$ cat src/rtl/background_scheduler.sv
// rtl/background_scheduler.sv - frame-synchronous background/color/time scheduler
//
// Purpose: accepts register writes into a shadow bank and commits them to the
// active outputs once per frame (on frame_start). The cycle after the commit
// it advances the animation time and the background auto-cycle offset.
//
// Ports:
//   clk          system clock, rising edge
//   reset        asynchronous active-high reset
//   frame_start  one-cycle pulse at the start of vertical blanking
//   wr_valid     register write request
//   wr_ready     write accept (low only during COMMIT)
//   wr_addr      register address (0 ctrl, 1-4 colors, 5 cycle_period, 6 time_load, 7 none)
//   wr_data      register write data
//   bg_select    (active base_sel + bg_off) mod 4
//   cur_time     animation time
//   color1..4    active user colors

module background_scheduler (
  input  logic       clk,
  input  logic       reset,
  input  logic       frame_start,
  input  logic       wr_valid,
  output logic       wr_ready,
  input  logic [2:0] wr_addr,
  input  logic [7:0] wr_data,
  output logic [1:0] bg_select,
  output logic [7:0] cur_time,
  output logic [5:0] color1,
  output logic [5:0] color2,
  output logic [5:0] color3,
  output logic [5:0] color4
);

  localparam logic [7:0] CTRL_RST   = 8'h00;
  localparam logic [5:0] COLOR1_RST = 6'h00;
  localparam logic [5:0] COLOR2_RST = 6'h15;
  localparam logic [5:0] COLOR3_RST = 6'h2A;
  localparam logic [5:0] COLOR4_RST = 6'h3F;
  localparam logic [7:0] PERIOD_RST = 8'd59;

  typedef enum logic [1:0] {
    S_IDLE    = 2'd0,
    S_COMMIT  = 2'd1,
    S_ADVANCE = 2'd2
  } state_t;

  state_t state, state_nxt;

  logic       commit_en;
  logic       advance_en;
  logic       wr_fire;

  // Shadow bank (written by the register port)
  logic [7:0] sh_ctrl;
  logic [5:0] sh_color1, sh_color2, sh_color3, sh_color4;
  logic [7:0] sh_cycle_period;

  // Active bank (loaded in COMMIT)
  logic [7:0] act_ctrl;
  logic [7:0] act_cycle_period;

  logic [3:0] div_cnt;
  logic [7:0] cyc_cnt;
  logic [1:0] bg_off;
  logic       load_pending;
  logic [7:0] load_val;

  logic [1:0] base_sel;
  logic       pause;
  logic       auto_cycle;
  logic [3:0] speed;

  assign base_sel   = act_ctrl[1:0];
  assign pause      = act_ctrl[2];
  assign auto_cycle = act_ctrl[3];
  assign speed      = act_ctrl[7:4];

  assign wr_fire = wr_valid && wr_ready;

  // State register
  always_ff @(posedge clk or posedge reset) begin
    if (reset) state <= S_IDLE;
    else       state <= state_nxt;
  end

  // Next-state logic; frame_start only matters in IDLE
  always_comb begin
    state_nxt = state;
    case (state)
      S_IDLE:    if (frame_start) state_nxt = S_COMMIT;
      S_COMMIT:  state_nxt = S_ADVANCE;
      S_ADVANCE: state_nxt = S_IDLE;
      default:   state_nxt = S_IDLE;
    endcase
  end

  // State-decoded controls
  always_comb begin
    wr_ready   = 1'b1;
    commit_en  = 1'b0;
    advance_en = 1'b0;
    case (state)
      S_COMMIT:  begin wr_ready = 1'b0; commit_en = 1'b1; end
      S_ADVANCE: advance_en = 1'b1;
      default:   ;
    endcase
  end

  // Shadow registers
  always_ff @(posedge clk or posedge reset) begin
    if (reset) begin
      sh_ctrl         <= CTRL_RST;
      sh_color1       <= COLOR1_RST;
      sh_color2       <= COLOR2_RST;
      sh_color3       <= COLOR3_RST;
      sh_color4       <= COLOR4_RST;
      sh_cycle_period <= PERIOD_RST;
    end else if (wr_fire) begin
      case (wr_addr)
        3'd0: sh_ctrl         <= wr_data;
        3'd1: sh_color1       <= wr_data[5:0];
        3'd2: sh_color2       <= wr_data[5:0];
        3'd3: sh_color3       <= wr_data[5:0];
        3'd4: sh_color4       <= wr_data[5:0];
        3'd5: sh_cycle_period <= wr_data;
        default: ;
      endcase
    end
  end

  // Time load request; a new write in ADVANCE re-arms it after the old value is consumed
  always_ff @(posedge clk or posedge reset) begin
    if (reset) begin
      load_pending <= 1'b0;
      load_val     <= 8'h00;
    end else if (wr_fire && wr_addr == 3'd6) begin
      load_pending <= 1'b1;
      load_val     <= wr_data;
    end else if (advance_en) begin
      load_pending <= 1'b0;
    end
  end

  // Active registers
  always_ff @(posedge clk or posedge reset) begin
    if (reset) begin
      act_ctrl         <= CTRL_RST;
      color1           <= COLOR1_RST;
      color2           <= COLOR2_RST;
      color3           <= COLOR3_RST;
      color4           <= COLOR4_RST;
      act_cycle_period <= PERIOD_RST;
    end else if (commit_en) begin
      act_ctrl         <= sh_ctrl;
      color1           <= sh_color1;
      color2           <= sh_color2;
      color3           <= sh_color3;
      color4           <= sh_color4;
      act_cycle_period <= sh_cycle_period;
    end
  end

  // Animation time: load beats pause, pause beats the speed divider
  always_ff @(posedge clk or posedge reset) begin
    if (reset) begin
      cur_time <= 8'h00;
      div_cnt  <= 4'd0;
    end else if (advance_en) begin
      if (load_pending) begin
        cur_time <= load_val;
        div_cnt  <= 4'd0;
      end else if (!pause) begin
        if (div_cnt == speed) begin
          div_cnt  <= 4'd0;
          cur_time <= cur_time + 8'd1;
        end else begin
          div_cnt <= div_cnt + 4'd1;
        end
      end
    end
  end

  // Background auto-cycle offset
  always_ff @(posedge clk or posedge reset) begin
    if (reset) begin
      cyc_cnt <= 8'd0;
      bg_off  <= 2'd0;
    end else if (advance_en) begin
      if (!auto_cycle) begin
        cyc_cnt <= 8'd0;
        bg_off  <= 2'd0;
      end else if (cyc_cnt == act_cycle_period) begin
        cyc_cnt <= 8'd0;
        bg_off  <= bg_off + 2'd1;
      end else begin
        cyc_cnt <= cyc_cnt + 8'd1;
      end
    end
  end

  // 2-bit add wraps mod 4
  assign bg_select = base_sel + bg_off;

endmodule

$ cat config.mk
export PLATFORM = sky130hd
export DESIGN_NAME = background_scheduler
export DESIGN_NICKNAME = d
export VERILOG_FILES = /design/src/rtl/background_scheduler.sv
export SDC_FILE = /design/constraint.sdc
export NUM_CORES = 1
export LEC_CHECK = 0
export ABC_AREA = 1
export CAP_MARGIN = 25
export CORE_ASPECT_RATIO = 1.75
export CORE_MARGIN = 2
export CORE_UTILIZATION = 45
export CTS_CLUSTER_SIZE = 24
export DETAILED_ROUTE_END_ITERATION = 7
export PLACE_DENSITY = 0.68
export RECOVER_POWER = 50
export SLEW_MARGIN = 10
export SYNTH_ARGS = -nofsm -noshare
export SYNTH_HDL_FRONTEND = slang
export SYNTH_SLANG_ARGS = --single-unit
$ cat constraint.sdc
create_clock -name clk -period 3.2 [get_ports clk]
set_input_delay 0.32 -clock clk [delete_from_list [all_inputs] [get_ports clk]]
set_output_delay 0.32 -clock clk [all_outputs]
set_load 0.01 [all_outputs]
==> metrics.yaml, run 1 <==
hold_end: "state[0]"
hp-class: "flip-flop to flip-flop"
finalWeightedCongestion: 0.811
period_minus_ws_final_ns: 2.36
final-max-slew-violation-count: 0
critical_path.startpoint_type: "flip-flop"
route.final.wire_length_mm: 10.8
floorplan.die_area_um2: 12000
power-per-cell-area_nw_per_um2: 889
track_usage_pct: 19.8
antenna_found_initial: 0
tritoncts: "done"
layout.filler_cells: 960
worst_r2r_endpoint: "cur_time[7]"
clock_buffer_count_from_cts: 17
fraction_of_final_layout_cells_with_drive_strength_greater_than_1_pct: 15.5
share_comb_of_total_power_pct: 24.7
average_footprint_of_a_synthesized_cell_um2: 9.10
hold_violations: 0
ctsRootBufferMaster: "sky130_fd_sc_hd__clkbuf_16"
die_h_um: 143
layout.cells.non_filler: 742
synth_fp_nets: 567
dp_slack_ns: 1.26
wire_length_of_the_first_global_routing_pass_mm: 18.7
hold_path_startpoint: "state[0]"
final-setup-viol-count: 0
crit_path_max_fanout: 35
synth_seq_area_share_pct: 57.6
clk_pin_slew_worst_paths_ns: 0.05
detail_route.drc_violations: 0
total_leakage_power_uw: 0.00291
vdd_drop_max_uv: 614
tns_ns: 0
fmaxAchievable_ghz: 0.424
skew_ns: 0.00743
routed_via_density: 5.08
die_width_um: 83.6
post_synth_instance_area_um2: 4980
clk-insertion-delay-late_ns: 0.41
cp-end-kind: "output port"
layout.cells.most_common: "sky130_fd_sc_hd__nand2_1"
overflow: 0
worst_ep_arrival_time_ns: 2.04
dpl_wire_length_mm: 7.14
worstHoldPathCells: 1
cp.required_ns: 2.88
port-buffer-count: 49
initial_utilization_pct: 46.3
routed_vias: 3771
intPower_uw: 3760
ff2ff_setup_slack_ns: 0.96
ys_types: 34
crit_path_start: "state[0]"
total_switching_power_uw: 1700
power.share.clock_pct: 34.1
pin_count: 50
cts_hold_buffers: 0
drtPass1Iterations: 5
cts-root-to-sink-buffers: 2
coreArea_um2: 10800
numClockSinks: 113
slew_headroom_pct: 14.7
nets_final: 618
rsz0062_at_grt: "no"
timing.reg2reg.worst_path_depth: 6
first_iter_violations: 218
pin_slew_with_the_least_headroom_to_its_limit_ns: 1.27
max-cap-violations: 0
finish.utilization_pct: 57.0
count_of_inserted_antenna_diode_cells: 0
number_of_warnings_printed_during_yosys_synthesis: 0
post-route-period-util_pct: 73.8
classification_of_the_worst_setup_path: "flip-flop to output port"
cts_resized: 0
final.hold.worst_slack_ns: 0.451
rows: 50
syn_inst: 548
post-place-cells: 710
ys_ff_latch: 113
area_growth_pct: 23.1
crit-reg2reg-launch: "load_pending"
power.share.sequential_pct: 41.1
cts.htree.levels: 4
outcome: "finished, final reports clean"
layout.cells.most_common_list: "sky130_fd_sc_hd__nand2_1 (224), sky130_fd_sc_hd__dfrtp_1 (79), sky130_fd_sc_hd__clkdlybuf4s50_1 (48), sky130_fd_sc_hd__o21ai_1 (47), sky130_fd_sc_hd__inv_1 (37)"
first_global_vias: 3878
detail_route.wl_per_cell_um: 14.5
grt_start_max_net_pins: 69
finalWorstSetupSlack_ns: 0.840
antenna_violating_nets_post_route: 0
swShare_pct: 31.1
post_cts_buffers: 0
layer usage:
layer / up-vias / track usage, % / wire length (um)
li1: 1848 / - / -
met1: 1821 / 22.8 / 4440
met2: 78 / 35.0 / 5710
met3: 24 / 5.32 / 344
met4: 0 / 7.72 / 274
met5: - / 0 / 0
power groups by stage:
| stage | registers [uW] | logic, uW | clock network (uW) |
|---|---|---|---|
| after floorplan | 2260 | 774 | 0 |
| after global placement | 2240 | 1310 | 0 |
| after detailed placement | 2260 | 1360 | 0 |
| after CTS | 2250 | 1380 | 1890 |
| after global routing | 2300 | 1530 | 1960 |
| final | 2240 | 1350 | 1860 |
final cells by class:
class | count | area, um^2 | area share, %
clock buffer | 18 | 439 | 7.15
clock inverter | 14 | 158 | 2.57
inverter | 42 | 160 | 2.61
multi-input combinational | 373 | 1830 | 29.8
sequential | 113 | 2870 | 46.8
tap | 130 | 163 | 2.65
timing repair buffer | 52 | 522 | 8.50
logic make-up after synthesis:
group	Yosys count	synth area share [%]
compound gates	81	9.06
simple gates	269	23.4
fa+ha+maj	4	1.00
xor+xnor	18	3.16
mux	1	0.201
flops	113	57.6
buf+inv	62	5.55
worst max-delay path by stage:
stage / endpoint / depth (start not counted)
finish: wr_ready / 4
floorplan: act_ctrl[0] / 1
global route: cur_time[0] / 3
CTS: wr_ready / 4
global placement: wr_ready / 4
detailed placement: wr_ready / 4
synth_stat cells:
master	count	share of area, %
sky130_fd_sc_hd__ha_1	4	1.0
sky130_fd_sc_hd__buf_4	1	0.15
sky130_fd_sc_hd__nand2_1	224	17
sky130_fd_sc_hd__nand4_2	4	1.0
sky130_fd_sc_hd__nor2_8	1	0.40
sky130_fd_sc_hd__buf_6	3	0.68
sky130_fd_sc_hd__o21ai_0	14	1.4
sky130_fd_sc_hd__nand3_1	10	1.0
sky130_fd_sc_hd__xnor2_1	11	1.9
sky130_fd_sc_hd__dfstp_2	34	18
sky130_fd_sc_hd__nand2_2	2	0.25
sky130_fd_sc_hd__nor3_2	1	0.20
sky130_fd_sc_hd__a21oi_4	1	0.33
sky130_fd_sc_hd__nor2_4	1	0.23
sky130_fd_sc_hd__buf_2	12	1.2
sky130_fd_sc_hd__nand3_2	1	0.20
sky130_fd_sc_hd__clkbuf_1	4	0.30
sky130_fd_sc_hd__a21oi_1	8	0.80
sky130_fd_sc_hd__mux2i_1	1	0.20
sky130_fd_sc_hd__o21bai_1	1	0.15
sky130_fd_sc_hd__o22ai_1	2	0.25
sky130_fd_sc_hd__o21ai_2	8	1.4
sky130_fd_sc_hd__inv_1	38	2.9
sky130_fd_sc_hd__nand4_1	4	0.50
sky130_fd_sc_hd__dfrtp_1	79	40
sky130_fd_sc_hd__nor2_1	15	1.1
sky130_fd_sc_hd__inv_4	1	0.13
sky130_fd_sc_hd__xor2_1	7	1.2
sky130_fd_sc_hd__o21ai_1	47	4.7
sky130_fd_sc_hd__nand4_4	3	1.3
sky130_fd_sc_hd__nor3_1	1	0.10
sky130_fd_sc_hd__nor3b_1	1	0.15
sky130_fd_sc_hd__nor2_2	1	0.13
sky130_fd_sc_hd__inv_2	3	0.23
critical path, stage by stage (launching register included):
cell                              delay, ns
sky130_fd_sc_hd__dfrtp_1               0.38
sky130_fd_sc_hd__inv_2                 0.08
sky130_fd_sc_hd__nor2_4                0.04
sky130_fd_sc_hd__inv_2                 0.47
sky130_fd_sc_hd__clkdlybuf4s50_1       0.66
registers in the layout, summed over array words and instances (netlist names):
signal / cells
div_cnt: 4
sh_color4: 6
load_val: 8
act_ctrl: 8
sh_cycle_period: 8
load_pending: 1
bg_off: 2
cyc_cnt: 8
color1: 6
state: 2
act_cycle_period: 8
color2: 6
sh_color3: 6
cur_time: 8
color4: 6
color3: 6
sh_color2: 6
sh_color1: 6
sh_ctrl: 8
stage by stage:
step	total power (uW)	instance area (um^2)
2_1_floorplan	3040	4990
3_3_place_gp	3560	5560
3_5_place_dp	3630	5560
4_1_cts	5520	6160
5_1_grt	5790	6140
6_report	5460	6140
Power figures use the tool's default switching activity.
==> run 2, diff against run 1 <==
--- a/config.mk
+++ b/config.mk
@@ -12,7 +12,7 @@
 export CORE_UTILIZATION = 45
 export CTS_CLUSTER_SIZE = 24
 export DETAILED_ROUTE_END_ITERATION = 7
-export PLACE_DENSITY = 0.68
+export PLACE_DENSITY = 0.65
 export RECOVER_POWER = 50
 export SLEW_MARGIN = 10
 export SYNTH_ARGS = -nofsm -noshare
==> constraint.sdc (replaced) <==
create_clock -name clk -period 2.25 [get_ports clk]
set_input_delay 0.225 -clock clk [delete_from_list [all_inputs] [get_ports clk]]
set_output_delay 0.225 -clock clk [all_outputs]
set_load 0.01 [all_outputs]
==> metrics.yaml, run 2 (synthesized netlist as in run 1, its figures left out) <==
overflow: 0  # unchanged
drtPass1Iterations: 5  # unchanged
dpl_wire_length_mm: 7.00  # -1.9%
clk-insertion-delay-late_ns: 0.41  # about the same
cts_hold_buffers: 0  # unchanged
layout.cells.most_common: "sky130_fd_sc_hd__nand2_1"
vdd_drop_max_uv: 783  # +27%
first_global_vias: 3626  # -6.5%
clock_buffer_count_from_cts: 17  # unchanged
detail_route.drc_violations: 0  # unchanged
ctsRootBufferMaster: "sky130_fd_sc_hd__clkbuf_16"
post-route-period-util_pct: 85.9
numClockSinks: 113  # unchanged
cp.required_ns: 2.03  # -0.85 ns
antenna_found_initial: 0  # unchanged
tns_ns: 0  # unchanged
cts_resized: 0  # unchanged
detail_route.wl_per_cell_um: 13.9  # -4.6%
die_h_um: 143  # unchanged
critical_path_buf_inv_count: 1  # -2
cts-root-to-sink-buffers: 2  # unchanged
count_of_inserted_antenna_diode_cells: 0  # unchanged
hold_violations: 0  # unchanged
fraction_of_final_layout_cells_with_drive_strength_greater_than_1_pct: 15.2  # -0.35 points
slew_headroom_pct: 35.9  # +21 points
coreArea_um2: 10800  # unchanged
path_delay_family: "buffers and inverters"
outcome: "finished, final reports clean"
max-cap-violations: 0  # unchanged
track_usage_pct: 18.7  # -1.1 points
antenna_violating_nets_post_route: 0  # unchanged
crit_path_max_fanout: 4  # -89%
rsz0062_at_grt: "no"
period_minus_ws_final_ns: 1.93
hp-class: "primary input to flip-flop"
worst_path_max_delay_cell: "sky130_fd_sc_hd__clkdlybuf4s50_1"
total_leakage_power_uw: 0.00290  # -0.33%
nets_final: 619  # +0.16%
pin_count: 50  # unchanged
critical_path.startpoint_type: "flip-flop"
routed_vias: 3698  # -1.9%
port-buffer-count: 49  # unchanged
final-max-slew-violation-count: 0  # unchanged
clk_pin_slew_worst_paths_ns: 0.05  # about the same
fmaxAchievable_ghz: 0.517
final-setup-viol-count: 0  # unchanged
finalWeightedCongestion: 0.779  # -4.0%
crit_path_cells: "ha_1 -> xnor2_1 -> clkdlybuf4s50_1"
floorplan.die_area_um2: 12000  # unchanged
first_iter_violations: 162  # -26%
post_cts_buffers: 0  # unchanged
die_width_um: 83.6  # unchanged
cpPeakStageDelay_ns: 0.54  # -0.12 ns
rows: 50  # unchanged
power-per-cell-area_nw_per_um2: 1240  # +40%
initial_utilization_pct: 46.3  # unchanged
worst_ep_arrival_time_ns: 1.71  # -0.33 ns
routed_via_density: 4.98  # -2.1%
area_growth_pct: 22.0
cp-end-kind: "output port"
cts.htree.levels: 4  # unchanged
wire_length_of_the_first_global_routing_pass_mm: 17.7  # -5.4%
tritoncts: "done"
grt_start_max_net_pins: 50  # -28%
final.hold.worst_slack_ns: 0.388  # -0.0624 ns
route.final.wire_length_mm: 10.3  # -4.4%
classification_of_the_worst_setup_path: "flip-flop to output port"
layout.cells.most_common_list: "sky130_fd_sc_hd__nand2_1 (224), sky130_fd_sc_hd__dfrtp_1 (79), sky130_fd_sc_hd__clkdlybuf4s50_1 (48), sky130_fd_sc_hd__o21ai_1 (39), sky130_fd_sc_hd__inv_1 (38)"
skew_ns: 0.0109  # +0.00350 ns
pin_slew_with_the_least_headroom_to_its_limit_ns: 0.956  # -0.316 ns
layout.filler_cells: 992  # +3.3%
run 2: cell type report:
| class | instances | area [um^2] | area share [%] |
|---|---|---|---|
| inverters | 42 | 161 | 2.65 |
| clock buffers | 19 | 443 | 7.28 |
| flip-flops and latches | 113 | 2870 | 47.2 |
| multi-input cells | 373 | 1800 | 29.5 |
| well taps | 130 | 163 | 2.67 |
| clock inverters | 13 | 116 | 1.91 |
| repair buffers | 53 | 531 | 8.72 |
run 2: metrics by stage:
step	worst slack, ns	util, %	total power, uW	cells	cell area [um^2]
2_1_floorplan	0.681	-	4320	548	4990
3_3_place_gp	0.613	51.9	5070	711	5580
3_5_place_dp	0.526	51.9	5140	711	5580
4_1_cts	0.294	57.1	7670	743	6140
5_1_grt	0.220	56.5	8030	743	6080
6_report	0.317	56.5	7560	743	6080
run 2: layer usage:
metal	GRT usage (%)	vias up	share of wire, %
met3	4.57	16	2.8
met2	33.4	51	54
met4	6.71	0	1.4
met5	0	-	0
met1	21.9	1787	42
li1	-	1844	-
run 2: report_power, final:
| group | internal [uW] | switching, uW |
|---|---|---|
| logic | 920 | 964 |
| clock network | 1540 | 948 |
| registers | 2750 | 429 |
run 2: worst paths after layout:
path                         startpoint      endpoint  slack, ns  depth (start not counted)
max                           bg_off[0]  bg_select[1]       0.32                          3
min                         frame_start      state[0]       0.39                          2
max reg2reg                load_pending   cur_time[4]       0.45                          6
min reg2reg                    state[0]      state[0]       0.43                          1
max in group asynchronous         reset  sh_color1[2]       0.59                          3
min in group asynchronous         reset     color3[2]       0.44                          2
